[src/rtl/multicycle_ctrl_pkg.sv]
// Shared encodings for the multicycle MIPS control unit: state codes, opcode/funct
// values and datapath mux/ALU selects.
package multicycle_ctrl_pkg;

    typedef logic [4:0] state_t;

    localparam state_t S_RESET    = 5'd0;
    localparam state_t S_FETCH    = 5'd1;
    localparam state_t S_FETCH_WB = 5'd2;
    localparam state_t S_DECODE   = 5'd3;
    localparam state_t S_EXEC_R   = 5'd4;
    localparam state_t S_WB_R     = 5'd5;
    localparam state_t S_EXEC_I   = 5'd6;
    localparam state_t S_WB_I     = 5'd7;
    localparam state_t S_ADDR     = 5'd8;
    localparam state_t S_MEM_RD   = 5'd9;
    localparam state_t S_WB_LW    = 5'd10;
    localparam state_t S_MEM_WR   = 5'd11;
    localparam state_t S_BRANCH   = 5'd12;
    localparam state_t S_JUMP     = 5'd13;
    localparam state_t S_ILLEGAL  = 5'd14;
    localparam state_t S_EXC_EPC  = 5'd15;
    localparam state_t S_EXC_RD   = 5'd16;
    localparam state_t S_EXC_JMP  = 5'd17;

    localparam logic [5:0] OP_RTYPE = 6'h00;
    localparam logic [5:0] OP_J     = 6'h02;
    localparam logic [5:0] OP_BEQ   = 6'h04;
    localparam logic [5:0] OP_BNE   = 6'h05;
    localparam logic [5:0] OP_ADDI  = 6'h08;
    localparam logic [5:0] OP_LW    = 6'h23;
    localparam logic [5:0] OP_SW    = 6'h2B;

    localparam logic [5:0] FN_ADD = 6'h20;
    localparam logic [5:0] FN_SUB = 6'h22;
    localparam logic [5:0] FN_AND = 6'h24;

    localparam logic [2:0] ALU_PASS = 3'b000;
    localparam logic [2:0] ALU_ADD  = 3'b001;
    localparam logic [2:0] ALU_SUB  = 3'b010;
    localparam logic [2:0] ALU_AND  = 3'b011;

    localparam logic [1:0] SRCA_PC = 2'd0;
    localparam logic [1:0] SRCA_A  = 2'd1;

    localparam logic [1:0] SRCB_B      = 2'd0;
    localparam logic [1:0] SRCB_FOUR   = 2'd1;
    localparam logic [1:0] SRCB_IMM    = 2'd2;
    localparam logic [1:0] SRCB_IMM_SH = 2'd3;

    localparam logic [2:0] PCSRC_ALU    = 3'd0;
    localparam logic [2:0] PCSRC_ALUOUT = 3'd1;
    localparam logic [2:0] PCSRC_JUMP   = 3'd2;
    localparam logic [2:0] PCSRC_MDR    = 3'd3;

    localparam logic [2:0] MADDR_PC     = 3'b000;
    localparam logic [2:0] MADDR_ALUOUT = 3'b001;
    localparam logic [2:0] MADDR_EXC    = 3'b010;

    localparam logic [1:0] RWM_RT = 2'b00;
    localparam logic [1:0] RWM_RD = 2'b01;
    localparam logic [1:0] RWM_SP = 2'b10;
    localparam logic [1:0] RWM_RA = 2'b11;

    localparam logic [3:0] WDC_ALUOUT = 4'b0000;
    localparam logic [3:0] WDC_MDR    = 4'b0001;
    localparam logic [3:0] WDC_SP     = 4'b1010;

    localparam logic [7:0] SP_INIT    = 8'd227;
    localparam logic [7:0] EXC_VECTOR = 8'd255;

    function automatic logic is_rtype_fn(input logic [5:0] fn);
        return (fn == FN_ADD) || (fn == FN_SUB) || (fn == FN_AND);
    endfunction

endpackage

[src/rtl/multicycle_ctrl_mem_wait_timer.sv]
// Per-state cycle counter: clears whenever the FSM enters a new state and flags the
// last cycle of a MEM_WAIT-long memory access.
module mem_wait_timer
    import multicycle_ctrl_pkg::*;
#(
    parameter int MEM_WAIT = 3,
    parameter int CNT_W    = 2
) (
    input  logic             clk,
    input  logic             rst_n,
    input  logic             load,
    output logic [CNT_W-1:0] cnt,
    output logic             done
);

    logic [CNT_W-1:0] cnt_q, cnt_d;

    always_comb begin
        cnt_d = load ? '0 : cnt_q + CNT_W'(1);
    end

    always_ff @(posedge clk or negedge rst_n) begin
        if (!rst_n) cnt_q <= '0;
        else        cnt_q <= cnt_d;
    end

    assign cnt  = cnt_q;
    assign done = (cnt_q == CNT_W'(MEM_WAIT - 1));

endmodule

[src/rtl/multicycle_ctrl.sv]
// Moore FSM sequencing the multicycle MIPS datapath. Define MULTICYCLE_CTRL_EXC_EN to
// trap overflow and illegal opcodes through EPC and the exception vector.
module multicycle_ctrl
    import multicycle_ctrl_pkg::*;
#(
    parameter int MEM_WAIT = 3
) (
    input  logic       clk,
    input  logic       reset,
    input  logic       O,
    input  logic       LT,
    input  logic       GT,
    input  logic [5:0] OPCODE,
    input  logic [5:0] FUNCT,
    output logic       PCWrite,
    output logic       PCWriteCond_taken,
    output logic       MemWrite,
    output logic       MemRead,
    output logic       IRWrite,
    output logic       ALUOut_w,
    output logic       RegWrite,
    output logic       EPCWrite,
    output logic [1:0] ALUSrcA,
    output logic [1:0] ALUSrcB,
    output logic [1:0] RegWriteMUX,
    output logic [2:0] MuxAddr,
    output logic [2:0] ALUControl,
    output logic [2:0] PCSrc,
    output logic [3:0] WriteDataCtrl,
    output logic       rst_out
);

    localparam int CNT_W = $clog2(MEM_WAIT + 1);

    state_t           state_q, state_d;
    logic [CNT_W-1:0] cnt;
    logic             wait_done;
    logic             br_taken;
    logic             ovf;

    mem_wait_timer #(.MEM_WAIT(MEM_WAIT), .CNT_W(CNT_W)) u_timer (
        .clk   (clk),
        .rst_n (reset),
        .load  (state_d != state_q),
        .cnt   (cnt),
        .done  (wait_done)
    );

    assign br_taken = ((OPCODE == OP_BEQ) && !LT && !GT) ||
                      ((OPCODE == OP_BNE) && (LT || GT));

`ifdef MULTICYCLE_CTRL_EXC_EN
    // AND cannot overflow, so a stale O flag must not trap it.
    assign ovf = O && !((state_q == S_EXEC_R) && (FUNCT == FN_AND));
`else
    logic unused_o;
    assign unused_o = O;
    assign ovf      = 1'b0;
`endif

    always_comb begin
        state_d = state_q;
        case (state_q)
            S_RESET:    state_d = S_FETCH;
            S_FETCH:    if (wait_done) state_d = S_FETCH_WB;
            S_FETCH_WB: state_d = S_DECODE;
            S_DECODE: begin
                case (OPCODE)
                    OP_RTYPE:      state_d = is_rtype_fn(FUNCT) ? S_EXEC_R : S_ILLEGAL;
                    OP_ADDI:       state_d = S_EXEC_I;
                    OP_LW, OP_SW:  state_d = S_ADDR;
                    OP_BEQ, OP_BNE: state_d = S_BRANCH;
                    OP_J:          state_d = S_JUMP;
                    default:       state_d = S_ILLEGAL;
                endcase
            end
            S_EXEC_R:   state_d = ovf ? S_EXC_EPC : S_WB_R;
            S_EXEC_I:   state_d = ovf ? S_EXC_EPC : S_WB_I;
            // Effective address is held a second cycle before the access starts.
            S_ADDR:     if (cnt != '0) state_d = (OPCODE == OP_LW) ? S_MEM_RD : S_MEM_WR;
            S_MEM_RD:   if (wait_done) state_d = S_WB_LW;
`ifdef MULTICYCLE_CTRL_EXC_EN
            S_ILLEGAL:  state_d = S_EXC_EPC;
            S_EXC_EPC:  state_d = S_EXC_RD;
            S_EXC_RD:   if (wait_done) state_d = S_EXC_JMP;
            S_EXC_JMP:  state_d = S_FETCH;
`else
            S_ILLEGAL:  state_d = S_FETCH;
`endif
            S_WB_R, S_WB_I, S_WB_LW, S_MEM_WR, S_BRANCH, S_JUMP: state_d = S_FETCH;
            default:    state_d = S_RESET;
        endcase
    end

    always_ff @(posedge clk or negedge reset) begin
        if (!reset) state_q <= S_RESET;
        else        state_q <= state_d;
    end

    always_comb begin
        PCWrite           = 1'b0;
        PCWriteCond_taken = 1'b0;
        MemWrite          = 1'b0;
        MemRead           = 1'b0;
        IRWrite           = 1'b0;
        ALUOut_w          = 1'b0;
        RegWrite          = 1'b0;
        EPCWrite          = 1'b0;
        ALUSrcA           = SRCA_PC;
        ALUSrcB           = SRCB_B;
        RegWriteMUX       = RWM_RD;
        MuxAddr           = MADDR_PC;
        ALUControl        = ALU_PASS;
        PCSrc             = PCSRC_ALU;
        WriteDataCtrl     = WDC_ALUOUT;
        case (state_q)
            S_RESET: begin
                RegWrite = 1'b1; RegWriteMUX = RWM_SP; WriteDataCtrl = WDC_SP;
            end
            S_FETCH: begin
                MemRead = 1'b1; ALUSrcB = SRCB_FOUR; ALUControl = ALU_ADD;
            end
            S_FETCH_WB: begin
                PCWrite = 1'b1; IRWrite = 1'b1; ALUSrcB = SRCB_FOUR; ALUControl = ALU_ADD;
            end
            S_DECODE: begin
                ALUSrcB = SRCB_IMM_SH; ALUControl = ALU_ADD; ALUOut_w = 1'b1;
            end
            S_EXEC_R: begin
                ALUSrcA = SRCA_A; ALUOut_w = 1'b1;
                case (FUNCT)
                    FN_SUB:  ALUControl = ALU_SUB;
                    FN_AND:  ALUControl = ALU_AND;
                    default: ALUControl = ALU_ADD;
                endcase
            end
            S_WB_R:  RegWrite = 1'b1;
            S_EXEC_I, S_ADDR: begin
                ALUSrcA = SRCA_A; ALUSrcB = SRCB_IMM; ALUControl = ALU_ADD; ALUOut_w = 1'b1;
            end
            S_WB_I: begin
                RegWrite = 1'b1; RegWriteMUX = RWM_RT;
            end
            S_MEM_RD: begin
                MemRead = 1'b1; MuxAddr = MADDR_ALUOUT;
            end
            S_WB_LW: begin
                RegWrite = 1'b1; RegWriteMUX = RWM_RT; WriteDataCtrl = WDC_MDR;
            end
            S_MEM_WR: begin
                MemWrite = 1'b1; MuxAddr = MADDR_ALUOUT;
            end
            S_BRANCH: begin
                ALUSrcA = SRCA_A; ALUControl = ALU_SUB; PCSrc = PCSRC_ALUOUT;
                PCWrite = br_taken; PCWriteCond_taken = br_taken;
            end
            S_JUMP: begin
                PCWrite = 1'b1; PCSrc = PCSRC_JUMP;
            end
`ifdef MULTICYCLE_CTRL_EXC_EN
            S_EXC_EPC: begin
                EPCWrite = 1'b1; ALUSrcB = SRCB_FOUR; ALUControl = ALU_SUB;
            end
            S_EXC_RD: begin
                MemRead = 1'b1; MuxAddr = MADDR_EXC;
            end
            S_EXC_JMP: begin
                PCWrite = 1'b1; PCSrc = PCSRC_MDR;
            end
`endif
            default: ;
        endcase
        // Asserted reset kills every enable at once, aborting any write in flight.
        if (!reset) begin
            PCWrite = 1'b0; PCWriteCond_taken = 1'b0; MemWrite = 1'b0; MemRead = 1'b0;
            IRWrite = 1'b0; ALUOut_w = 1'b0; RegWrite = 1'b0; EPCWrite = 1'b0;
            ALUSrcA = '0; ALUSrcB = '0; RegWriteMUX = '0; MuxAddr = '0;
            ALUControl = '0; PCSrc = '0; WriteDataCtrl = '0;
        end
    end

    assign rst_out = !reset || (state_q == S_RESET);

endmodule

[config.mk]
export PLATFORM = sky130hd
export DESIGN_NAME = multicycle_ctrl
export DESIGN_NICKNAME = d
export VERILOG_FILES = /design/src/rtl/multicycle_ctrl_pkg.sv /design/src/rtl/multicycle_ctrl_mem_wait_timer.sv /design/src/rtl/multicycle_ctrl.sv
export SDC_FILE = /design/constraint.sdc
export NUM_CORES = 1
export LEC_CHECK = 0
export BUFFER_PORTS_ARGS = -buffer_cell sky130_fd_sc_hd__buf_2
export CORE_MARGIN = 4
export CORE_UTILIZATION = 45
export DETAILED_ROUTE_END_ITERATION = 8
export PLACE_DENSITY = 0.83
export SLEW_MARGIN = 25
export SYNTH_ARGS = -nofsm -noshare
export SYNTH_HDL_FRONTEND = slang
export SYNTH_SLANG_ARGS = --single-unit
[constraint.sdc]
create_clock -name clk -period 1.8 [get_ports clk]
set_input_delay 0.27 -clock clk [delete_from_list [all_inputs] [get_ports clk]]
set_output_delay 0.27 -clock clk [all_outputs]
set_load 0.02 [all_outputs]
==> results.py <==
metrics = {
    "placed_design": {
        "portBuffers": 36,
        "place.gp.congestion": 0.838,
        "hpwl_mm": 2.02,
        "dp_cells": 188,
    },
    "global_routing": {
        "grt_pass1_wl_mm": 4.57,
        "grt_pass1_vias": 1097,
        "antenna_found_initial": 0,
        "overflow": 0,
        "grtUsageTotal_pct": 21.4,
        "grt_max_degree": 12,
    },
    "synthesis": {
        "yosys_register_bits": 7,
        "syn_avg_cell_area_um2": 7.30,
        "ys_seq_area_share_pct": 19.4,
        "synth.distinct_cells": 46,
        "synth_top_cell_by_area": "dfrtp_1",
        "synth.top_cell.area_share_pct": 19.4,
        "synthArstFlopShare_pct": 100,
        "synth_warnings": 0,
        "yosys-top-cells-area": "dfrtp_1 19%, buf_4 7.5%, nor2_1 6.6%, a21oi_1 6.1%, nor3_1 5.0%",
        "netlist_area_um2": 905,
        "synthCells": 124,
        "synth-edff-count": 0,
        "synthFlopType": "dfrtp_1",
    },
    "clocking": {
        "cts-htree-levels": 1,
        "clockRootBuffer": "clkbuf_4",
        "cts.sinks": 7,
        "cts_tree": "yes",
        "cts_buffer_depth": 2,
        "clk_pin_slew_ps": 60,
        "numCtsBuffers": 3,
        "clk_latency_ps": 250,
    },
    "timing": {
        "fin_skew_ps": 4.77,
        "min_period_ps": 1860,
        "fin_crit_sh_pct": 104,
        "max_freq_ghz": 0.536,
        "setup_viol": 5,
        "hold_viol_final": 0,
        "timing.final.ws_setup_ps": -64.0,
        "maxSlewViolCount": 0,
        "fin_hold_ws_ps": 393,
        "rsz0062_at_grt": "true",
    },
    "final_layout": {
        "layout-drive-gt1-share_pct": 54.1,
        "syn_to_final_growth_pct": 55.7,
        "n_antenna_cell": 0,
        "fin_util_pct": 77.4,
        "fin_nets": 201,
        "instances_no_fill": 206,
    },
    "min_path": {
        "min-delay-path-class": "input port to flop",
    },
    "floorplanning": {
        "start_util_pct": 49.7,
        "row_count": 15,
        "io_pins": 45,
        "die_area_mm2": 0.00279,
        "core-area_mm2": 0.00182,
        "die_w_um": 52.8,
        "die_h_um": 52.8,
    },
    "routing": {
        "routed_wl_mm": 3.35,
        "met1_length_mm": 1.23,
        "via_per_inst": 5.82,
        "firstDrtPassIters": 4,
        "route.detailed.drc": 0,
        "vias": 1199,
        "avgRoutedWirePerCell_um": 16.3,
        "highest_layer": "met4",
        "wl_met3_um": 332,
        "drtIter0Drc": 60,
        "wl_met2_mm": 1.69,
        "antenna_left": 0,
    },
    "pwr": {
        "vdd_drop_max_mv": 0.478,
        "total_power_mw": 0.581,
        "p_leak_nw": 0.684,
        "powerDensity_mw_per_mm2": 412,
    },
    "critical_path": {
        "worstSetupPathType": "flop to output port",
        "r2r_setup_slack_ps": 30,
        "critPathRequiredTime_ps": 1530,
        "start_kind": "flop",
        "cpPeakStageDelay_ps": 480,
        "cp.arrival_ps": 1590,
        "crit_path_cell_trace": "buf_4 > nor2b_2 > a31oi_1 > o21a_1 > buf_2",
        "end_kind": "output port",
        "crit_slowest_cell": "dfrtp_2",
        "cp_max_fo": 8,
    },
    "job": {
        "max_cap_violations": 0,
    },
    "status": {
        "violations": "setup timing",
        "outcome": "finished, violations left",
    },
}
-- flip-flops by register name (all words and copies together) (netlist names) --
| signal | count |
|---|---|
| state_q | 5 |
| u_timer.cnt | 2 |
-- Yosys cell counts (2+ instances only) --
master,instances
nor2_1,16
a21oi_1,11
nand2_1,11
buf_4,9
nor3_1,9
dfrtp_1,7
buf_2,4
inv_1,4
nand2b_1,4
a31oi_1,3
nor2b_1,3
xor2_1,3
a211oi_1,2
a41o_1,2
ha_1,2
nand3_1,2
nor4b_2,2
o21ai_0,2
-- layout by cell type (no fill, tap or decap), types with 2 or more instances in the layout --
master	synthesis	layout
nor2_2	1	2
nor3_2	0	5
inv_1	4	4
nand2_2	0	4
clkbuf_4	0	3
buf_2	4	30
nor2_1	16	13
dfrtp_2	0	4
or2_4	1	2
o21ai_0	2	2
ha_1	2	2
a31oi_1	3	3
xor2_1	3	2
nor2_4	0	2
a21oi_1	11	10
nand2_1	11	7
a41o_1	2	2
nor2b_2	0	3
nand2b_1	4	4
dfrtp_1	7	3
a211oi_1	2	2
buf_6	1	5
buf_4	9	25
conb_1	1	8
nand3_1	2	2
nor3_1	9	4
-- through the flow --
step	worst slack, ps	instance area (um^2)	TNS, ps
floorplan	-44.0	946	-65.9
global placement	169	1140	0
detailed placement	144	1140	0
CTS	-10.8	1290	-14.3
global route	-141	1410	-573
finish	-64.0	1410	-94.9
-- kinds of logic (layout without fill, tap and decap cells) --
family,Yosys count,count (layout),synth area share (%)
simple gates,58,58,36.1
compound gates,32,32,23.9
buf+inv,20,70,13.4
flops,7,7,19.4
other cells,1,8,0.415
mux,1,1,1.11
xor+xnor,3,3,2.91
fa+ha+maj,2,2,2.77
-- layer usage --
metal	track usage [%]	vias up
met4	7.23	0
met5	0	-
met2	39.3	82
met1	24.6	561
li1	-	543
met3	3.42	13
-- critical path, delay by kind of cell, from the launching register on --
kind                   cells  cell delay, ps
AO/OA/AOI/OAI              2             290
buffers and inverters      2             320
AND/OR/NAND/NOR            1             240
flip-flops                 1             480
-- path summary, 6_finish.rpt --
check	startpoint	endpoint	depth (start not counted)
setup / recovery	state_q[3]	RegWriteMUX[0]	5
hold / removal	OPCODE[1]	state_q[0]	2
setup reg to reg	state_q[2]	state_q[1]	5
hold reg to reg	u_timer.cnt[0]	u_timer.cnt[0]	1
max in group asynchronous	reset	state_q[2]	3
min in group asynchronous	reset	u_timer.cnt[0]	3
-- report_power, final --
group	switching, mW	internal, mW
Clock	0.0623	0.0813
Sequential	0.0135	0.167
Combinational	0.147	0.109
Total	0.223	0.358
-- area by class of cell --
cell class                 instances  area [um^2]
multi-input combinational        104          736
tap                               25         31.3
inverter                           4         15.0
clock inverter                     1         5.00
timing repair buffer              62          419
fill                             116          412
clock buffer                       3         22.5
sequential                         7          180
-- repair_timing --
item                                   4_1_cts  5_1_grt
setup buffers                               10        4
gates resized for setup                     13       26
setup endpoints to repair                    8       15
hold buffers                                 1        0
pin swaps                                    3        9
endpoints found under the hold margin        7        0
No activity file was read; power rests on OpenSTA's default activity.
